--- src/rtl/cpu_core_p.sv ---
// cpu_core_p: multi-cycle fetch/decode/execute CPU with a ready-handshaked bus.
// Each instruction is two bus words: word0 (op/rd/cond/sub) and word1 (imm, or
// aluop/rs in register form). States IDLE -> F0 -> F1 -> EX -> [MEM] -> F0;
// HALTED is left only by reset.
// Ports:
//   clk, reset (async, active-low)
//   bus_addr/bus_wdata/bus_rd/bus_wr : bus request, held stable until bus_ready
//   bus_rdata/bus_ready              : read data and transfer completion
//   flags {N,V,Z,C}, halt, illegal   : architectural status
module cpu_core_p #(
  parameter int DATA_W = 8,
  parameter int ADDR_W = 16,
  parameter int NREGS  = 16,
  parameter logic [ADDR_W-1:0] RESET_PC = 'h2000
) (
  input  logic              clk,
  input  logic              reset,
  output logic [ADDR_W-1:0] bus_addr,
  input  logic [DATA_W-1:0] bus_rdata,
  output logic [DATA_W-1:0] bus_wdata,
  output logic              bus_rd,
  output logic              bus_wr,
  input  logic              bus_ready,
  output logic [3:0]        flags,
  output logic              halt,
  output logic              illegal
);
  localparam int RW  = (NREGS > 1) ? $clog2(NREGS) : 1;
  localparam int XW  = ADDR_W + DATA_W;
  localparam int MSB = DATA_W - 1;

  localparam logic [2:0] S_IDLE = 3'd0;
  localparam logic [2:0] S_F0   = 3'd1;
  localparam logic [2:0] S_F1   = 3'd2;
  localparam logic [2:0] S_EX   = 3'd3;
  localparam logic [2:0] S_MEM  = 3'd4;
  localparam logic [2:0] S_HALT = 3'd5;

  logic [2:0]        state;
  logic [ADDR_W-1:0] pc;
  logic [DATA_W-1:0] word0, word1;
  logic [DATA_W-1:0] regs [NREGS];

  logic [3:0]    op, sel, aop;
  logic [RW-1:0] rd_i, rs_i;
  logic          flag_c;

  assign op     = word0[7:4];
  assign sel    = word0[3:0];
  assign flag_c = flags[0];
  // register fields wrap modulo NREGS
  assign rd_i = RW'({1'b0, sel} % 5'(NREGS));
  assign rs_i = RW'({1'b0, word1[3:0]} % 5'(NREGS));

  // ALU: a is always R[rd]; src is the immediate or R[rs] in register form
  logic [DATA_W-1:0] a, src, res;
  logic [DATA_W:0]   add, sub;
  logic              cout, ovf;
  logic [3:0]        alu_flags;

  always_comb begin
    a   = regs[rd_i];
    src = (op == 4'h9) ? regs[rs_i] : word1;
    aop = (op == 4'h9) ? word1[7:4] : op;
    add = {1'b0, a} + {1'b0, src} + {{DATA_W{1'b0}}, (aop == 4'h7) & flag_c};
    // bit DATA_W of the extended difference is the borrow
    sub = {1'b0, a} - {1'b0, src} - {{DATA_W{1'b0}}, (aop == 4'h8) & flag_c};
    res  = a;
    cout = flag_c;
    ovf  = 1'b0;
    case (aop)
      4'h0, 4'h7: begin
        res  = add[MSB:0];
        cout = add[DATA_W];
        ovf  = (a[MSB] == src[MSB]) && (res[MSB] != a[MSB]);
      end
      4'h1, 4'h6, 4'h8: begin
        res  = sub[MSB:0];
        cout = sub[DATA_W];
        ovf  = (a[MSB] != src[MSB]) && (res[MSB] != a[MSB]);
      end
      4'h2: res = a & src;
      4'h3: res = a | src;
      4'h4: res = a ^ src;
      4'h5: res = src;
      default: ;
    endcase
    alu_flags = {res[MSB], ovf, (res == '0), cout};
  end

  // decode checks and branch condition
  logic bad, taken;
  always_comb begin
    bad = 1'b0;
    case (op)
      4'h9:       bad = (word1[7:4] > 4'd8);
      4'hC:       bad = (sel > 4'd6);
      4'hD, 4'hE: bad = 1'b1;
      4'hF:       bad = !(sel inside {4'd0, 4'd1, 4'd2, 4'd3, 4'd6, 4'd7});
      default:    bad = 1'b0;
    endcase
    taken = 1'b0;
    case (sel)
      4'd0: taken = 1'b1;
      4'd1: taken = flags[1];
      4'd2: taken = !flags[1];
      4'd3: taken = flags[0];
      4'd4: taken = !flags[0];
      4'd5: taken = flags[3];
      4'd6: taken = flags[2];
      default: taken = 1'b0;
    endcase
  end

  // imm widened once: zero-extended for data addresses, sign-extended for branches
  logic [XW-1:0]     imm_zx, imm_sx;
  logic [ADDR_W-1:0] mem_addr, br_off;
  assign imm_zx   = XW'(word1);
  assign imm_sx   = {{ADDR_W{word1[MSB]}}, word1};
  assign mem_addr = imm_zx[ADDR_W-1:0];
  assign br_off   = imm_sx[ADDR_W-1:0];

  always_ff @(posedge clk or negedge reset) begin
    if (!reset) begin
      state   <= S_IDLE;
      pc      <= RESET_PC;
      word0   <= '0;
      word1   <= '0;
      flags   <= '0;
      halt    <= 1'b0;
      illegal <= 1'b0;
      for (int i = 0; i < NREGS; i++) regs[i] <= '0;
    end else begin
      case (state)
        S_IDLE: state <= S_F0;
        S_F0: if (bus_ready) begin
          word0 <= bus_rdata;
          pc    <= pc + ADDR_W'(1);
          state <= S_F1;
        end
        S_F1: if (bus_ready) begin
          word1 <= bus_rdata;
          pc    <= pc + ADDR_W'(1);
          state <= S_EX;
        end
        S_EX: begin
          if (bad) begin
            halt    <= 1'b1;
            illegal <= 1'b1;
            state   <= S_HALT;
          end else begin
            state <= S_F0;
            if (op <= 4'h9) begin
              flags <= alu_flags;
              if (aop != 4'h6) regs[rd_i] <= res;
            end else begin
              case (op)
                4'hA, 4'hB: state <= S_MEM;
                4'hC: if (taken) pc <= pc + br_off;
                4'hF: case (sel)
                  4'd0: flags[0] <= 1'b0;
                  4'd1: flags[1] <= 1'b0;
                  4'd2: flags[2] <= 1'b0;
                  4'd3: flags[3] <= 1'b0;
                  4'd7: begin
                    halt  <= 1'b1;
                    state <= S_HALT;
                  end
                  default: ;
                endcase
                default: ;
              endcase
            end
          end
        end
        S_MEM: if (bus_ready) begin
          if (op == 4'hA) begin
            regs[rd_i] <= bus_rdata;
            flags      <= {bus_rdata[MSB], 1'b0, (bus_rdata == '0), flag_c};
          end
          state <= S_F0;
        end
        S_HALT: ;
        default: state <= S_IDLE;
      endcase
    end
  end

  // bus outputs decode from registered state, so they hold steady through wait states
  always_comb begin
    bus_rd    = (state == S_F0) || (state == S_F1) || (state == S_MEM && op == 4'hA);
    bus_wr    = (state == S_MEM) && (op == 4'hB);
    bus_addr  = '0;
    if (state == S_F0 || state == S_F1) bus_addr = pc;
    else if (state == S_MEM)            bus_addr = mem_addr;
    bus_wdata = bus_wr ? regs[rd_i] : '0;
  end
endmodule

--- config.mk ---
export PLATFORM = sky130hd
export DESIGN_NAME = cpu_core_p
export DESIGN_NICKNAME = d
export VERILOG_FILES = /design/src/rtl/cpu_core_p.sv
export SDC_FILE = /design/constraint.sdc
export NUM_CORES = 1
export LEC_CHECK = 0
export ABC_AREA = 1
export BUFFER_PORTS_ARGS = -buffer_cell sky130_fd_sc_hd__buf_2
export CAP_MARGIN = 20
export CORE_MARGIN = 2
export CORE_UTILIZATION = 50
export CTS_CLUSTER_SIZE = 16
export DETAILED_ROUTE_END_ITERATION = 8
export PLACE_DENSITY = 0.76
export SETUP_SLACK_MARGIN = 0.15
export SLEW_MARGIN = 20
export SYNTH_ARGS = -nofsm -noshare
export SYNTH_HDL_FRONTEND = slang
export SYNTH_SLANG_ARGS = --single-unit
--- constraint.sdc ---
create_clock -name clk -period 4.45 [get_ports clk]
set_clock_uncertainty 0.05 [all_clocks]
set_input_delay 0.2225 -clock clk [delete_from_list [all_inputs] [get_ports clk]]
set_output_delay 0.2225 -clock clk [all_outputs]
set_load 0.02 [all_outputs]
==> impl_results.md, run 1 <==
- Port-buffer cells: 42
- Clock Latency Late Sink: 440 ps
- Antenna violations before repair: 0
- Status: finished clean
- Vias in the first global route: 11300
- CTS tree: built
- Placed wire-length estimate: 28300 microns
- Drt via density: 5.82
- Post-synth EDFFs: 0
- Final setup vio count: 0
- Post-synthesis mux area share: 0%
- Most area-consuming cells after synthesis: dfrtp_1, nand2_1, o21ai_0
- Top Family by Delay on Critical Path: simple AND/OR/NAND/NOR gates
- Syn Nets: approximately 1700
- Die area: about 25000 sq um
- Buffer and inverter count on the worst path: 5
- Hold WC Path Type: in -> reg
- Residual DRC: 0
- Most used routing layer: met2
- Total Routing Usage GR: 32.4%
- Arrival @ worst endpoint: 4340 ps
- Post-synthesis sequential area ratio: 35.8%
- Global Route met3 Usage: 6.05%
- Antenna viol nets, final: 0
- Simple-Gate Fraction of Synth Area: 29.6%
- Routed WL: 39100 microns
- Synth area leader: dfrtp_1
- Slowest cell on the critical path: dfrtp_1
- Worst EP required: 4750 ps
- Syn Inst Count: around 1700
- Synth Area in Compound Gates: 18.5%
- Relative slew margins: 40.7%
- Starting Density: 50.6%
- Area Overhead vs Synth: 10.3%
- Seq cells post-synth: 169
- Async S/R FF share, synth: 100%
- CP cell instances: buf_4 -> nand2_2 -> buf_4 -> o22ai_1 -> o21ai_0 -> nand4_1 -> inv_1 -> ha_1 -> ha_1 -> nand2_1 -> or2_2 -> nand4_1 -> nand2_1 -> inv_1 -> nand2_1 -> nand4_1 -> nand2_1 -> o21ai_4 -> inv_2 -> o21ai_1
- RSZ-0062 raised after global routing: true
- Synth cell types: 49
- Most frequent cell after synthesis: nand2_1
- Most Frequent Cell on Critical Path: nand2_1
- H-tree depth: 4
- Final hold violation count: 0
- Slew Viols, Final: 0
- Total I/O pin count: 43
- Fmax: 0.248 GHz
- Die Y: 158 microns
- Post-layout nets: between 1500 and 2000
- Placer Congestion: 0.977
- Placed Area: roughly 12000 sq um
- First-pass GRT wire length: 61600 microns
- Core ar.: 23300 sq um
- Via count: 11900
- Row cnt: 56
- Synth Area per Inst: 7.02 sq um
- Tmin final: a little over 4000 ps
- Clock root buffer: clkbuf_16
- Max FO, Critical Path: 15
- Die Wd: between 150 and 200 microns
- CP Class: reg -> reg
- Share of layout cells above drive strength 1: between 10% and 20%
- WL per Instance: around 19 microns
- Maxcap violations: 0
- CP endpoint kind: flip-flop
- Met2 usage: 49.1%
- Setup TNS: 0 ps
- Synth Area in XOR/XNOR: approximately 1.0%
- Mapped Area: approximately 12000 sq um
- Post-route cell area: 13000 sq um
- First DRT Iteration DRCs: 1655
- Final period util: 90.7%
- Max stage delay on crit path: 480 ps
- First-pass DRT Iterations: 8
- Commonest cells post-synth: nand2_1, inv_1, o21ai_0
- CTS sink cnt: 169
- Ys Warns: 0
- Grt ovf: 0
- Ant diodes: 0
- Met1 Track Usage GR: 43.9%
- Worst slew pin tran: 886 ps
- TritonCTS Buffers: 17
- Yosys top cell area share: 35.6%
- Post-Synth Adder-Cell Area: about 5.4%
- Clk slew on worst S/H paths: about 70 ps
- Setup crit start kind: flip-flop
- Pin count of the biggest net entering global routing: 104
- Deepest clock path buffer count: 2
- Main synth FF type: dfrtp_1
- Largest family of logic cells by synthesized area: simple AND/OR/NAND/NOR gates
## stage by stage
step	utilization, %	hold WS (ps)	worst slack, ps	cells
after global placement	52.9	207	330	2013
after CTS	55.6	32.4	233	2047
after floorplan	-	-123	898	1682
after global routing	55.8	51.2	121	2050
final	55.8	39.6	415	2050
after detailed placement	52.9	204	244	2013
## cells in the final DEF (no fill, tap or decap), types with 4 or more instances in the layout
cell and count:
inv_2 23, buf_2 41, o21ai_0 175, nand4_1 10, inv_1 183, nand2_2 14, buf_4 33, nor2_2 8
or2_2 9, o21ai_1 48, a21oi_1 52, a22oi_1 32, nand3b_1 6, nor2_1 132, inv_6 4, nand3_2 13
buf_12 4, o22ai_1 22, o211ai_1 16, nor3_1 10, nand3_1 135, o21ai_2 10, xnor2_1 4, a21oi_2 4
fa_1 5, nand2_1 447, clkbuf_16 17, xor2_1 10, ha_1 42, nor2_4 9, dfrtp_1 165
## tightest hold or removal path, cell delays in order
cell	delay, ps
buf_2	140
nand2_1	60
o21ai_0	60
## sequential cells by signal, summed over array words and instances, names as in the netlist
| name | count |
|---|---|
| illegal | 1 |
| halt | 1 |
| pc | 16 |
| word1 | 8 |
| flags | 4 |
| regs | 128 |
| word0 | 8 |
| state | 3 |
## final timing paths
check                                   from        end  slack, ps  cells after the start
min in group asynchronous              reset   flags[0]        280                      2
worst max register to register      word0[0]  regs[126]        410                     20
worst min-delay path            bus_rdata[0]   word1[0]         40                      3
max in group asynchronous              reset   regs[89]       3070                      3
worst max-delay path                word0[0]  regs[126]        410                     20
worst min register to register       illegal    illegal        410                      1
## area by class of cell
cell class,count,area (sq um)
inverters,208,781
repair buffers,81,564
multi-input cells,1241,6440
clock inverters,13,169
fillers,2167,10300
clock buffers,19,433
flip-flops and latches,169,4230
well taps,319,399
## routing by layer
| metal | wire length [microns] | part of all wire (%) |
|---|---|---|
| met3 | 3670 | 9.4 |
| met4 | 2160 | 5.5 |
| met1 | 16100 | 41 |
| met5 | 0 | 0 |
| met2 | 17200 | 44 |
## logic make-up after synthesis
| family | after synthesis |
|---|---|
| adders and majority gates | 48 |
| xor gates and xnor gates | 14 |
| AOI/OAI and AO/OA | 379 |
| DFF | 169 |
| and+or+nand+nor | 800 |
| buffers and inverters | 272 |
## what timing repair did
action                                  CTS  global route
endpoints found under the setup margin    0            65
hold buffers                              2             0
gates resized for setup                   0             4
buffers inserted                          0             3
endpoints found under the hold margin    66             0
Power of run 1 is left out: the tool's default activity adds up to more than one toggle a clock period on the data nets, which glitch-free logic cannot reach.
==> run 2, diff against run 1 <==
==> constraint.sdc (replaced) <==
create_clock -name clk -period 4.5 [get_ports clk]
set_clock_uncertainty 0.05 [all_clocks]
set_input_delay 0.225 -clock clk [delete_from_list [all_inputs] [get_ports clk]]
set_output_delay 0.225 -clock clk [all_outputs]
set_load 0.02 [all_outputs]
==> impl_results.md, run 2 (synthesis results as in run 1) <==
- WL per Instance: 19.3 microns (+0.90%)
- Biggest regs: regs x128, pc x16
- First-pass GRT wire length: 61100 microns (-0.77%)
- Via count: 12100 (+1.4%)
- TritonCTS Buffers: 17 (unchanged)
- Maxcap violations: 0 (unchanged)
- Antenna violations before repair: 2 (+2)
- Clock root buffer: clkbuf_16
- Setup crit start kind: flip-flop
- Final hold violation count: 0 (unchanged)
- Port-buffer cells: 42 (unchanged)
- Vias in the first global route: 11100 (-1.8%)
- CTS tree: built
- Placed wire-length estimate: 28100 microns (-0.86%)
- First-pass DRT Iterations: 8 (unchanged)
- Most flops, register: regs
- Share of layout cells above drive strength 1: 12.4% (+0.20 points)
- Hold WC Path Type: in -> reg
- Grt ovf: 0 (unchanged)
- Die Wd: 158 microns (unchanged)
- Clock Latency Late Sink: 450 ps (about the same)
- Hold Path Cell Cnt: 3 (unchanged)
- CP cell instances: clkinvlp_4 -> buf_4 -> a21oi_1 -> o21ai_0 -> nand3_1 -> nand3_1 -> nand3_1 -> o21ai_0 -> ha_1 -> ha_1 -> nand2_1 -> or2_2 -> nand4_1 -> nand2_1 -> inv_1 -> nand2_1 -> nand4_1 -> nand2_1 -> o21ai_4 -> buf_4 -> nand2_1 -> o21ai_0
- Most frequent cells in the layout: nand2_1, inv_1, o21ai_0
- Hold Path Sink: word1[1]
- Deepest clock path buffer count: 2 (unchanged)
- First DRT Iteration DRCs: 1547 (-6.5%)
- Total I/O pin count: 43 (unchanged)
- Max reg flops: 128 (unchanged)
- Reg2Reg Capture Point: regs[70]
- Status: finished clean
- Residual DRC: 0 (unchanged)
- Dpl ws: 86.9 ps (-157 ps)
- Routed WL: 39600 microns (+1.1%)
- Most Frequent Cell on Critical Path: nand2_1
- Beginning of the worst hold path: bus_rdata[1]
- Most common cell after layout, fill and taps aside: nand2_1
- Placer Congestion: 0.978 (about the same)
- Clk slew on worst S/H paths: 70 ps (about the same)
- Ant diodes: 0 (unchanged)
- Tmin final: 4120 ps (+88.1 ps)
- Fmax: 0.243 GHz (-2.1%)
- CTS sink cnt: 169 (unchanged)
- R2r setup slk: 380 ps (-40 ps)
- Row cnt: 56 (unchanged)
- Area Overhead vs Synth: 10.5%
- Worst slew pin tran: 969 ps (+83.4 ps)
- CP Class: reg -> reg
- Post-layout nets: 1782 (+0.28%)
- Antenna viol nets, final: 0 (unchanged)
- H-tree depth: 4 (unchanged)
- Max stage delay on crit path: 420 ps (-60 ps)
- RSZ-0062 raised after global routing: false
- Multi-input logic area: 6440 sq um (+0.12%)
- Slew Viols, Final: 0 (unchanged)
- Total Routing Usage GR: 32.2% (-0.16 points)
- Setup TNS: 0 ps (unchanged)
- Final setup vio count: 0 (unchanged)
- Slowest cell on the critical path: ha_1
- Arrival @ worst endpoint: 4430 ps (+90 ps)
- Die Y: 158 microns (unchanged)
- Core ar.: 23300 sq um (unchanged)
- Starting Density: 50.6% (unchanged)
- Setup ws final: 377 ps (-38.1 ps)
- CP endpoint kind: flip-flop
- Relative slew margins: 35.4% (-5.3 points)
- Max FO, Critical Path: 15 (unchanged)
- Worst EP required: 4810 ps (+60 ps)
- Pin count of the biggest net entering global routing: 100 (-3.8%)
- Fillers: 2265 (+4.5%)
- Die area: 24900 sq um (unchanged)
- Reg area: 4230 sq um (unchanged)
- Final period util: 91.6% (+0.95 points)
- Worst r2r path cells: 22 (+10%)
- Drt via density: 5.88 (+1.1%)
- Reg2reg start: word1[0]
[run 2: cell count changes in the layout (fill, tap and decap cells not counted), moves of 2 or more]
cell,delta
buf_4,+5
clkinvlp_4,+4
clkinv_2,-2
o21ai_0,-2
o21ai_1,+2
[run 2: worst max-delay path by stage]
stage / cells past startpoint / startpoint / slack, ps / to
floorplan: 24 / word0[0] / 950 / regs[111]
global placement: 22 / word0[1] / 210 / regs[23]
detailed placement: 22 / word0[1] / 90 / regs[119]
CTS: 19 / word0[0] / 190 / regs[62]
global route: 21 / word0[4] / 190 / regs[108]
finish: 22 / word1[0] / 380 / regs[70]
[run 2: worst max-delay path, delay by kind of cell (launching register included)]
| family | cells | cell delay (ps) |
|---|---|---|
| simple gates | 11 | 1220 |
| buf+inv | 4 | 780 |
| compound gates | 5 | 740 |
| fa+ha+maj | 2 | 830 |
| flops | 1 | 410 |
[run 2: layout make-up]
| class | instances | share of cell area, % |
|---|---|---|
| timing repair buffer | 86 | 4.61 |
| clock buffer | 20 | 3.35 |
| inverter | 208 | 6.03 |
| sequential | 169 | 32.5 |
| multi-input combinational | 1241 | 49.4 |
| clock inverter | 12 | 1.09 |
| tap | 319 | 3.06 |
[run 2: timing repair]
| item | 4_1_cts | 5_1_grt |
|---|---|---|
| resized for setup | 0 | 10 |
| setup endpoints to repair | 25 | 65 |
| hold buffers | 2 | 0 |
| pin swaps | 2 | 2 |
| hold endpoints to repair | 97 | 0 |
| buffers inserted | 3 | 3 |
[run 2: metal layers]
layer	global-route usage, %	vias to the layer above	part of all wire, %	wire length [microns]
met2	48.8	671	44	17400
met1	43.4	5653	40	15800
met4	16.7	4	5.7	2260
li1	-	5600	-	-
met3	7.01	164	10	4130
met5	0	-	0.056	22
[run 2: per-stage QoR]
stage	cell area (sq um)	std cells	utilization, %	hold slack, ps
after floorplan	11800	1682	-	-121
after global placement	12400	2015	53.0	349
after detailed placement	12400	2015	53.0	359
after CTS	13000	2052	55.7	33.5
after global routing	13000	2055	55.9	44.2
final	13000	2055	55.9	41.9
Power of run 2 is left out for the same reason.
==> run 3, diff against run 2 <==
==> constraint.sdc (replaced) <==
create_clock -name clk -period 4.76 [get_ports clk]
set_clock_uncertainty 0.05 [all_clocks]
set_input_delay 0.238 -clock clk [delete_from_list [all_inputs] [get_ports clk]]
set_output_delay 0.238 -clock clk [all_outputs]
set_load 0.02 [all_outputs]
==> impl_results.md, run 3 (synthesis results as in run 1) <==
- Setup TNS: 0 ps (unchanged)
- Tmin final: 4300 ps (+177 ps)
- Worst EP required: 5080 ps (+270 ps)
- Ant diodes: 0 (unchanged)
- CP Class: reg -> reg
- Setup crit start kind: flip-flop
- Via count: 12000 (-0.61%)
- Slew Viols, Final: 0 (unchanged)
- Fmax: 0.233 GHz (-4.1%)
- Worst slew pin tran: 930 ps (-39.3 ps)
- Arrival @ worst endpoint: 4620 ps (+190 ps)
- Total I/O pin count: 43 (unchanged)
- Clock root buffer: clkbuf_16
- First-pass DRT Iterations: 8 (unchanged)
- Final setup vio count: 0 (unchanged)
- Post-layout nets: 1768 (-0.79%)
- Share of layout cells above drive strength 1: 11.7% (-0.65 points)
- Final period util: 90.3% (-1.3 points)
- Hold WC Path Type: in -> reg
- Biggest regs: regs x128, pc x16
- Vias in the first global route: 11200 (+1.2%)
- Final hold violation count: 0 (unchanged)
- CP endpoint kind: flip-flop
- Relative slew margins: 38.0% (+2.6 points)
- Placer Congestion: 1.02 (+4.8%)
- Dpl ws: 279 ps (+192 ps)
- Clock Latency Late Sink: 440 ps (about the same)
- Setup ws final: 460 ps (+83.2 ps)
- Most common cell after layout, fill and taps aside: nand2_1
- Port-buffer cells: 42 (unchanged)
- Status: finished clean
- Antenna viol nets, final: 0 (unchanged)
- Most flops, register: regs
- Row cnt: 56 (unchanged)
- Grt ovf: 0 (unchanged)
- Pin count of the biggest net entering global routing: 96 (-4.0%)
- Final non-filler cell total: 2041 (-0.68%)
- Antenna violations before repair: 1 (-1)
- Die Wd: 158 microns (unchanged)
- CTS sink cnt: 169 (unchanged)
- Routed WL: 39300 microns (-0.71%)
- WL per Instance: 19.2 microns (about the same)
- Area Overhead vs Synth: 9.39%
- Total Routing Usage GR: 32.4% (+0.13 points)
- Starting Density: 50.6% (unchanged)
- Core ar.: 23300 sq um (unchanged)
- CTS tree: built
- Deepest clock path buffer count: 2 (unchanged)
- Die Y: 158 microns (unchanged)
- Residual DRC: 0 (unchanged)
- Cells after DPL: 2005 (-0.50%)
- TritonCTS Buffers: 17 (unchanged)
- Most frequent cells in the layout: nand2_1, inv_1, o21ai_0
- Placed wire-length estimate: 28200 microns (+0.46%)
- Maxcap violations: 0 (unchanged)
- First-pass GRT wire length: 61700 microns (+0.94%)
- H-tree depth: 4 (unchanged)
- Die area: 24900 sq um (unchanged)
- Clk slew on worst S/H paths: 70 ps (about the same)
- First DRT Iteration DRCs: 1552 (+0.32%)
- RSZ-0062 raised after global routing: false
- Max FO, Critical Path: 9 (-6)
- Max reg flops: 128 (unchanged)
- Drt via density: 5.89 (about the same)
==> run 3: cell count changes in the layout (fill, tap and decap cells not counted), sizes merged <==
cell,delta
clkbuf,-2
inv,+4
bufinv,-1
buf,-14
clkinv,+2
clkinvlp,-3
==> run 3: area by class of cell <==
type / instances / area (sq um)
clock inverter: 14 / 136
multi-input combinational: 1241 / 6440
clock buffer: 18 / 439
fill: 2216 / 10400
inverter: 208 / 781
timing repair buffer: 72 / 484
sequential: 169 / 4230
tap: 319 / 399
==> run 3: worst paths after layout <==
kind	startpoint	to	slack (ps)	depth (start not counted)
min in group asynchronous	reset	regs[117]	390	2
worst max register to register	word0[4]	flags[1]	460	21
worst min register to register	halt	halt	410	2
max in group asynchronous	reset	regs[89]	3150	3
worst max-delay path	word0[4]	flags[1]	460	21
worst min-delay path	bus_rdata[6]	word0[6]	50	3
==> run 3: through the flow <==
stage               area (sq um)  hold WS [ps]  util (%)
global route               12900          73.7      55.3
finish                     12900          52.4      55.3
detailed placement         12300           344      52.6
floorplan                  11800          -108         -
global placement           12300           340      52.6
CTS                        12900          52.8      55.2
==> run 3: repair_timing <==
action	in CTS	in global routing
buffers inserted	0	2
resized for setup	0	3
setup endpoints to repair	0	66
hold buffers	2	0
hold endpoints to repair	93	0
==> run 3: routing by layer <==
metal  track usage [%]  part of all wire (%)  vias up  wire (microns)
met5                 0                 0.033        -              13
met2              47.9                    44      691           17100
met4              17.1                   5.5        2            2180
met3              8.08                    11      164            4280
li1                  -                     -     5569               -
met1              43.7                    40     5592           15700
==> run 3: critical path, cell delays in order (launching register included) <==
cell	delay, ps
dfrtp_1	520
inv_2	80
nor2_2	140
nand2_2	230
nor2_2	370
nand3_1	120
nand3_1	240
inv_1	170
fa_1	460
fa_1	480
nor2_1	150
nor2_1	60
nor2_1	110
xor2_1	170
inv_1	50
nand2_1	60
nand4_1	100
nand2_1	140
nand3_1	100
nor2_1	120
nand3_1	130
a21oi_1	160
Power of run 3 is left out for the same reason.
